$ cat config.mk
export PLATFORM = sky130hd
export DESIGN_NAME = seq_divider
export DESIGN_NICKNAME = d
export VERILOG_FILES = /design/src/rtl/seq_divider_pkg.sv /design/src/rtl/seq_divider_div_sub_stage.sv /design/src/rtl/seq_divider.sv
export SDC_FILE = /design/constraint.sdc
export NUM_CORES = 1
export LEC_CHECK = 0
export BUFFER_PORTS_ARGS = -buffer_cell sky130_fd_sc_hd__buf_2
export CORE_ASPECT_RATIO = 1.25
export CORE_MARGIN = 2
export CORE_UTILIZATION = 54
export DETAILED_ROUTE_END_ITERATION = 8
export PLACE_DENSITY = 0.8
export SLEW_MARGIN = 20
export SYNTH_ARGS = -nofsm -noshare
export SYNTH_HDL_FRONTEND = slang
export SYNTH_SLANG_ARGS = --single-unit
$ cat constraint.sdc
create_clock -name clk -period 2.2 [get_ports clk]
set_input_delay 0.44 -clock clk [delete_from_list [all_inputs] [get_ports clk]]
set_output_delay 0.44 -clock clk [all_outputs]
set_load 0.02 [all_outputs]
$ cat src/rtl/seq_divider_pkg.sv
// +--------------------------------------------------------------------+
// | seq_divider_pkg                                                    |
// | Shared FSM encoding and counter sizing for the sequential divider. |
// | Revision: 1.0                                                      |
// +--------------------------------------------------------------------+
`default_nettype none

package seq_divider_pkg;

  localparam int STATE_W = 2;

  localparam logic [STATE_W-1:0] ST_IDLE = 2'd0;
  localparam logic [STATE_W-1:0] ST_RUN  = 2'd1;
  localparam logic [STATE_W-1:0] ST_DONE = 2'd2;

  // Iteration counter spans 0..WIDTH-1; never narrower than one bit.
  function automatic int cnt_width(input int width);
    return (width <= 2) ? 1 : $clog2(width);
  endfunction

endpackage

`default_nettype wire

$ cat src/rtl/seq_divider_div_sub_stage.sv
// +--------------------------------------------------------------------+
// | div_sub_stage                                                      |
// | One combinational restoring-division step: shift, trial subtract.  |
// | Revision: 1.0                                                      |
// +--------------------------------------------------------------------+
`default_nettype none

module div_sub_stage #(
  parameter int WIDTH = 4
) (
  input  logic [WIDTH-1:0] i_rem,
  input  logic [WIDTH-1:0] i_div,
  input  logic             i_bit,
  output logic [WIDTH-1:0] o_rem,
  output logic             o_qbit
);

  logic [WIDTH:0] w_shift;
  logic [WIDTH:0] w_trial;

  assign w_shift = {i_rem, i_bit};
  assign w_trial = w_shift - {1'b0, i_div};

  // A non-negative trial is always below the divisor, so it fits WIDTH bits;
  // on restore the shifted value is below the divisor as well.
  assign o_qbit  = ~w_trial[WIDTH];
  assign o_rem   = o_qbit ? w_trial[WIDTH-1:0] : w_shift[WIDTH-1:0];

endmodule

`default_nettype wire

$ cat src/rtl/seq_divider.sv
// +--------------------------------------------------------------------+
// | seq_divider                                                        |
// | Iterative unsigned restoring divider, one quotient bit per clock.  |
// | Revision: 1.0                                                      |
// +--------------------------------------------------------------------+
`default_nettype none

module seq_divider
  import seq_divider_pkg::*;
#(
  parameter int WIDTH = 4
) (
  input  logic             clk,
  input  logic             rst_n,
  input  logic             start,
  input  logic [WIDTH-1:0] dividend,
  input  logic [WIDTH-1:0] divisor,
  output logic             busy,
  output logic             done,
  output logic [WIDTH-1:0] quotient,
  output logic [WIDTH-1:0] remainder,
  output logic             div_by_zero
);

  localparam int CNT_W = cnt_width(WIDTH);
  localparam logic [CNT_W-1:0] C_LAST = CNT_W'(WIDTH - 1);

  logic [STATE_W-1:0] r_state;
  logic [WIDTH-1:0]   r_q;
  logic [WIDTH-1:0]   r_d;
  // Partial remainder stays below the divisor, so its top bit is never needed.
  logic [WIDTH-1:0]   r_part;
  logic [CNT_W-1:0]   r_cnt;
  logic [WIDTH-1:0]   r_quot;
  logic [WIDTH-1:0]   r_rem;
  logic               r_dbz;

  logic [WIDTH-1:0]   w_rem_next;
  logic               w_qbit;
  logic [WIDTH-1:0]   w_q_next;

  div_sub_stage #(
    .WIDTH (WIDTH)
  ) u_stage (
    .i_rem  (r_part),
    .i_div  (r_d),
    .i_bit  (r_q[WIDTH-1]),
    .o_rem  (w_rem_next),
    .o_qbit (w_qbit)
  );

  assign w_q_next = {r_q[WIDTH-2:0], w_qbit};

  always_ff @(posedge clk) begin
    if (!rst_n) begin
      r_state <= ST_IDLE;
      r_q     <= '0;
      r_d     <= '0;
      r_part  <= '0;
      r_cnt   <= '0;
      r_quot  <= '0;
      r_rem   <= '0;
      r_dbz   <= 1'b0;
    end else begin
      case (r_state)
        ST_IDLE, ST_DONE: begin
          if (start) begin
            r_q    <= dividend;
            r_d    <= divisor;
            r_part <= '0;
            r_cnt  <= '0;
            if (divisor != '0) begin
              r_state <= ST_RUN;
            end else begin
              r_state <= ST_DONE;
              r_quot  <= '1;
              r_rem   <= dividend;
              r_dbz   <= 1'b1;
            end
          end else begin
            r_state <= ST_IDLE;
          end
        end
        ST_RUN: begin
          r_q    <= w_q_next;
          r_part <= w_rem_next;
          r_cnt  <= r_cnt + 1'b1;
          if (r_cnt == C_LAST) begin
            r_quot  <= w_q_next;
            r_rem   <= w_rem_next;
            r_dbz   <= 1'b0;
            r_state <= ST_DONE;
          end
        end
        default: r_state <= ST_IDLE;
      endcase
    end
  end

  assign busy        = (r_state == ST_RUN);
  assign done        = (r_state == ST_DONE);
  assign quotient    = r_quot;
  assign remainder   = r_rem;
  assign div_by_zero = r_dbz;

endmodule

`default_nettype wire

Word-level counts from Yosys, hierarchy flattened
Cells that the tools add are included.

Flip-flop bits (word level): 25. Input port bits: 11. Output and inout bits: 11. Logic and storage cells: 47.

Add/subtract/negate cells: 2. Equality and inequality tests: 6. Mux-type cells: 23. Bitwise operators: 1. Reduce and logical (&&, ||, !) cells: 7.

Operators with widths (number): $mux 4 (9); $pmux 4 s2 (4); $mux 2 (4); $pmux 2 s2 (2); $sub 5x4->5 (1); $eq 2x2->1 const B (2); $ne 2x2->1 const B (2); $reduce_and 2->1 (2); $reduce_and 4->1 (1); $reduce_bool 4->1 (1); $mux 1 (3); $add 2x1->2 const B (1); $eq 2x1->1 const B (1); $logic_not 2->1 (1); $ne 2x1->1 const B (1); $pmux 1 s2 (1); $reduce_bool 2->1 (1); $reduce_or 2->1 (1); $not 1->1 (1).

Logic depth before layout (Yosys ltp)
Gate-level depths: netlist (run 1).

Depth after elaboration: 4. Mapped depth: 8.

Modules after synthesis
Synthesis (run 1) repeated with hierarchy kept, for this count alone.

Cells, all modules: 131. Area, all modules: 1285.0 um2.

By module, submodules not included: seq_divider (instances 1, cells an instance 107, area each 1083.5 um2); div_sub_stage (instances 1, cells an instance 24, area each 201.4 um2).

Worst setup path after synthesis (run 1)
No wires, ideal clock.

Path type: reg2reg. Start: reg r_q[3]. End: reg r_rem[0], in the netlist remainder[0]. Setup time: 0.060 ns. Arrival: 1.966 ns. Data required time: 2.140 ns. Setup slack: 0.174 ns. Cell stages (with the launch flop): 9. Buffers on the path: 0. Clock period less this slack: 2.026 ns. Cell sequence: dfxtp_1 > inv_1 > ha_1 > fa_1 > nand2b_4 > o2bb2ai_4 > or4_4 > o211ai_2 > o221a_1.

Cells in the longest elaborated chain, start to end: 4.

RTL lines: from (decl) (RTL line seq_divider.sv:29) `logic [WIDTH-1:0] r_q;`; from (signal assigned) (RTL line seq_divider.sv:68) `r_q <= dividend;`; from (signal assigned) (RTL line seq_divider.sv:85) `r_q <= w_q_next;`; $sub 5x4->5 (RTL line seq_divider_div_sub_stage.sv:22) `assign w_trial = w_shift - {1'b0, i_div};`; $mux 4 (*) (RTL line seq_divider_div_sub_stage.sv:27) `assign o_rem = o_qbit ? w_trial[WIDTH-1:0] : w_shift[WIDTH-1:0];`; $mux 4 (*) (RTL line seq_divider.sv:88) `if (r_cnt == C_LAST) begin`; $pmux 4 s2 (*) (RTL line seq_divider.sv:65) `case (r_state)`; to (signal assigned) (RTL line seq_divider.sv:77) `r_rem <= dividend;`; to (signal assigned) (RTL line seq_divider.sv:90) `r_rem <= w_rem_next;`; to (decl) (RTL line seq_divider.sv:35) `logic [WIDTH-1:0] r_rem;`.

Every way passes the cells marked *; elsewhere a longest branch is shown, timed or not. The select of a mux whose other input is x is not followed. A chain may end at the register's enable or synchronous reset.

Worst setup path in the final report (run 1)
Ends and elaborated chain as after synthesis.

==> metrics.yaml, run 1 <==
seq_area_frac_synth: 0.381
insertion_delay_ns: 0.33
netSwitchingFraction: 0.327
htree_levels: 1
ff2ff_path_depth: 8
synth.distinct_cells: 44
switching_power_uw: 310
grt_pass1_wl_um: 4550
use_met2: 0.350
power_frac_seq: 0.527
cpMaxStageDelayCell: "or4_4"
drt_wl_total_um: 2890
syn_area_sq_um: 1320
vias: 1188
die_area_sq_um: 2850
maxCapViolCount: 0
post-route-period-util: 0.954
io_buffers: 21
leakagePower_uw: 0.000614
post_cts_buffers: 0
max_clock_freq_mhz: 476
grt_pass1_vias: 1066
syn_area_per_cell_sq_um: 8.38
use_met3: 0.0274
required_ns: 2.49
cts_made_buffers: 3
cts.path.max_buffers: 2
peakVddDrop_mv: 0.356
holdPathStages: 3
viasPerCell: 5.71
setup-tns-final_ns: 0
maxSlewViolCount: 0
place_congestion: 0.762
grt.busiest_layer: "met2"
yosys_warnings: 0
grt_use_met1: 0.284
ys_async_sr_fraction: 0
synth_nets: 174
r2r-end: "remainder[0]"
fin_ws_ns: 0.101
cts_root_buf: "clkbuf_4"
grt_start_max_net_pins: 17
grt_usage: 0.219
hold_path.class: "primary input to register"
ys_seq_elements: 25
postCtsHoldBufs: 0
dieWidth_um: 48.1
cts.sinks: 25
dpl_cell_area_sq_um: 1430
finish.instance_area_sq_um: 1460
hp-start: "divisor[0]"
r2r_start: "r_q[3]"
n_antenna_cell: 0
gr-total-overflow: 0
criticalPathCategory: "register to register"
period_needed_ns: 2.10
finalSetupViolCount: 0
rrSetupSlack_ns: 0.10
worst_slew_pin_slew_ns: 0.527
wire_per_inst_um: 13.9
grt_setup_unrepaired: "false"
rows: 20
drive_gt1_frac: 0.211
antenna_found_initial: 0
cpPeakStageDelay_ns: 0.44
fp.coreArea_sq_um: 2380
cp-start-kind: "register"
synthToLayoutAreaGrowth_pct: 10.9
syn_inst: 157
cp-end-kind: "register"
clkSlewWorstSetupHoldPaths_ns: 0.15
relSlewSlack: 0.645
place_ws_ns: 0.0717
clockPowerShare: 0.236
hpwlAfterDp_um: 2150
ant_nets: 0
first_iter_violations: 34
dr.pass1.iters: 4
die_h_um: 59.2
fin_nets: 193
whs_endpoint: "r_d[0]"
status: "complete, no violations"
path_cells: "inv_1 -> ha_1 -> fa_2 -> nand2b_4 -> o2bb2ai_4 -> or4_4 -> o211ai_2 -> o221a_1"
ioPinCount: 22
cp_max_fo: 9
drc: 0
ys.flop_type: "dfxtp_1"
cts_tree: "built"
initial_core_util: 0.553
crit_family: "simple AND/OR/NAND/NOR gates"
post_cts_resized: 0
arrival_ns: 2.39
combPwrFrac: 0.237
synth_edf_count: 0
cellPowerDensity_nw_per_um2: 651
p_int_uw: 639
hold_violations: 0
worst-path-buf-inv: 1
skew_ns: 0.00447
Yosys cell counts (3+ instances only):
cell      number  area share
nand2_1       28       0.080
dfxtp_1       25        0.38
nor2_1        16       0.046
a21oi_1       13       0.049
inv_1          9       0.026
ha_1           5       0.048
nor2b_1        5       0.024
clkbuf_1       4       0.011
nand3_1        4       0.015
o21ai_0        4       0.015
a311oi_1       3       0.020
metrics by stage:
stage | power (uW) | utilization | hold WS [ns] | instances
after global placement | 722 | 0.599 | 0.446 | 204
after CTS | 943 | 0.612 | 0.340 | 208
after global routing | 984 | 0.614 | 0.351 | 208
after floorplan | 681 | - | 0.436 | 157
after detailed placement | 732 | 0.599 | 0.458 | 204
final | 949 | 0.614 | 0.337 | 208
worst reg2reg max path: stages (launching register included):
cell and delay [ns]:
dfxtp_2 0.36, inv_1 0.05, ha_1 0.20, fa_2 0.35
nand2b_4 0.16, o2bb2ai_4 0.19, or4_4 0.45, o211ai_2 0.09
o221a_1 0.20
cells by family (layout without fill, tap and decap cells):
group                      count (synthesis)  count (layout)  share of synthesized area
and+or+nand+nor                           64              64                      0.226
AOI/OAI and AO/OA                         40              40                      0.232
DFF                                       25              25                      0.381
buffers and inverters                     18              36                     0.0647
adders and majority gates                  6               6                     0.0628
xor gates and xnor gates                   3               3                     0.0257
muxes                                      1               1                    0.00761
layout make-up:
cell class | instances | area, sq um
clock buffer | 3 | 22.5
clock inverter | 1 | 7.51
fill | 216 | 918
inverter | 9 | 33.8
multi-input combinational | 114 | 732
sequential | 25 | 502
tap | 33 | 41.3
timing repair buffer | 23 | 120
worst max path at each step:
stage,end,slack [ns],cells after the start,startpoint
global placement,remainder[0],0.14,8,r_q[3]
finish,remainder[0],0.10,8,r_q[3]
floorplan,remainder[0],0.17,8,r_q[3]
global route,remainder[0],0.03,8,r_q[3]
CTS,remainder[0],0.04,8,r_q[3]
detailed placement,remainder[0],0.07,8,r_q[3]
routing by layer:
metal | up-vias | wire, um
li1 | 587 | -
met1 | 549 | 1260
met2 | 43 | 1420
met3 | 9 | 126
met4 | 0 | 80
met5 | - | 0
power by group through the flow:
stage          Sequential (uW)  Combinational, uW  Clock (uW)
6_report                   501                225         224
5_1_grt                    504                246         235
4_1_cts                    500                223         221
3_5_place_dp               510                222           0
3_3_place_gp               509                213           0
2_1_floorplan              506                175           0
sequential cells by signal, indices dropped and copies added, names as in the netlist:
| name | cells |
|---|---|
| div_by_zero | 1 |
| quotient | 4 |
| r_cnt | 2 |
| r_d | 4 |
| r_part | 4 |
| r_q | 4 |
| r_state | 2 |
| remainder | 4 |
layout by cell type, fill, tap and decap left out, types with 2 or more instances in the layout:
cell	netlist	routed
nand2_1	28	28
dfxtp_1	25	24
buf_2	2	21
nor2_1	16	16
a21oi_1	13	13
inv_1	9	9
nor2b_1	5	5
ha_1	5	5
o21ai_0	4	4
nand3_1	4	4
a311oi_1	3	3
clkbuf_4	0	3
nand2b_1	2	2
nor4_1	2	2
o221a_2	2	2
a22oi_1	2	2
a31oi_1	2	2
o211ai_1	2	2
buf_4	2	2
(Power assumes the default switching activity.)
==> run 2: changes to the inputs <==
BUFFER_PORTS_ARGS = default   (was -buffer_cell sky130_fd_sc_hd__buf_2)
CORE_UTILIZATION = 61   (was 54)
DONT_BUFFER_PORTS = 1   (was default)
==> run 2 against run 1 <==
Sequential power grew 0.8%. Worst setup slack gained 0.016 ns. Non-clock buffer count shrank 18. Cell area shrank 6.8%. Cell count shrank 15%. Highest routed layer unchanged.
==> metrics.yaml, run 2 (synthesis results as in run 1) <==
status: "complete, no violations"
peakVddDrop_mv: 0.467  # +31%
combPwrFrac: 0.226  # -0.011
antenna_found_initial: 0  # unchanged
finish.instance_area_sq_um: 1360  # -6.8%
die_area_sq_um: 2550  # -11%
leakagePower_uw: 0.000530  # -14%
hpwlAfterDp_um: 2070  # -4.0%
path_cells: "inv_1 -> ha_1 -> fa_2 -> nand2b_4 -> o2bb2ai_4 -> or4_4 -> o211ai_2 -> o221a_1"
netSwitchingFraction: 0.311  # -0.0157
die_h_um: 55.9  # -5.5%
period_needed_ns: 2.08  # -0.0158 ns
hold_path.class: "primary input to register"
arrival_ns: 2.36  # -0.03 ns
cts.sinks: 25  # unchanged
drive_gt1_frac: 0.121  # -0.0904
synthToLayoutAreaGrowth_pct: 3.42
cts_root_buf: "clkbuf_4"
cts_tree: "built"
maxSlewViolCount: 0  # unchanged
cpPeakStageDelay_ns: 0.43  # about the same
first_iter_violations: 42  # +24%
power_frac_seq: 0.548  # +0.021
fin_nets: 175  # -9.3%
grt_usage: 0.239  # +0.0195
drt_wl_total_um: 2740  # -5.1%
grt_start_max_net_pins: 17  # unchanged
wire_per_inst_um: 15.5  # +12%
hold_violations: 0  # unchanged
dpl_cell_area_sq_um: 1320  # -7.5%
switching_power_uw: 287  # -7.6%
grt_setup_unrepaired: "false"
htree_levels: 1  # unchanged
dieWidth_um: 45.5  # -5.4%
r2r_start: "r_q[3]"
maxCapViolCount: 0  # unchanged
viasPerCell: 6.39  # +12%
cp-end-kind: "register"
mostFrequentLayoutCells: "nand2_1 (28), dfxtp_1 (24), nor2_1 (16), a21oi_1 (13), inv_1 (9)"
skew_ns: 0.00345  # -0.00102 ns
rows: 18  # -10%
n_antenna_cell: 0  # unchanged
cp_max_fo: 9  # unchanged
p_int_uw: 635  # -0.68%
worst_slew_pin_slew_ns: 0.490  # -0.0368 ns
clkSlewWorstSetupHoldPaths_ns: 0.14  # about the same
layout_commonest_cell: "nand2_1"
cellPowerDensity_nw_per_um2: 678  # +4.1%
io_buffers: 0  # -100%
dr.pass1.iters: 4  # unchanged
drc: 0  # unchanged
ant_nets: 0  # unchanged
fillCellCount: 167  # -23%
fp.coreArea_sq_um: 2000  # -16%
power_uw: 922  # -2.9%
post-route-period-util: 0.947  # -0.00717
cts_made_buffers: 3  # unchanged
cpMaxStageDelayCell: "or4_4"
finalSetupViolCount: 0  # unchanged
initial_core_util: 0.656  # +0.103
required_ns: 2.47  # -0.02 ns
place_congestion: 0.800  # +4.9%
startpoint: "r_q[3]"
ioPinCount: 22  # unchanged
vias: 1131  # -4.8%
cts.path.max_buffers: 2  # unchanged
insertion_delay_ns: 0.32  # about the same
criticalPathCategory: "register to register"
cp-start-kind: "register"
relSlewSlack: 0.670  # +0.0247
max_clock_freq_mhz: 480  # +0.76%
clockPowerShare: 0.226  # -0.010
grt_pass1_vias: 1092  # +2.4%
setup-tns-final_ns: 0  # unchanged
grt_pass1_wl_um: 4690  # +3.0%
gr-total-overflow: 0  # unchanged
hp-start: "rst_n"
fin_util: 0.679  # +0.0648
run 2: cell count changes in the layout (fill, tap and decap cells not counted):
cell   before  now
buf_4       2    5
buf_2      21    0
run 2: path summary, 6_finish.rpt:
kind	end	slack, ns	depth (start not counted)
max	remainder[0]	0.12	8
min	quotient[3]	0.24	2
max reg2reg	remainder[0]	0.12	8
min reg2reg	r_d[2]	0.47	2
run 2: critical path: cells and delay by family, from the launching register on:
family / cells / cell delay [ns]
simple gates: 2 / 0.59
compound gates: 3 / 0.48
fa+ha+maj: 2 / 0.56
buf+inv: 1 / 0.05
flops: 1 / 0.36
run 2: routing by layer:
metal / GRT usage / share of wire / wire length, um
met1: 0.315 / 0.43 / 1180
met2: 0.384 / 0.50 / 1380
met3: 0.0357 / 0.050 / 137
met4: 0.0798 / 0.015 / 42
met5: 0 / 0 / 0
run 2: area by class of cell:
class                      instances  area [sq um]  share of cell area
clock buffer                       3          22.5              0.0166
clock inverter                     1          7.51             0.00552
inverter                           9          33.8              0.0248
multi-input combinational        114           732               0.538
sequential                        25           502               0.369
tap                               20          25.0              0.0184
timing repair buffer               5          37.5              0.0276
run 2: repair_timing:
action,CTS,global route
buffers inserted,0,1
gates resized for setup,0,2
endpoints found under the setup margin,0,6
hold buffers,0,0
run 2: power groups by stage:
stage / Sequential [uW] / Clock, uW / Combinational, uW
finish: 505 / 209 / 208
global placement: 513 / 0 / 195
detailed placement: 514 / 0 / 202
floorplan: 506 / 0 / 175
global route: 509 / 237 / 230
CTS: 504 / 215 / 203
run 2: through the flow:
stage	setup WS [ns]	instances	hold WS, ns
after detailed placement	0.0613	172	0.459
final	0.117	177	0.238
after global placement	0.133	172	0.450
after CTS	0.000533	176	0.228
after global routing	0.0121	177	0.211
after floorplan	0.174	157	0.436
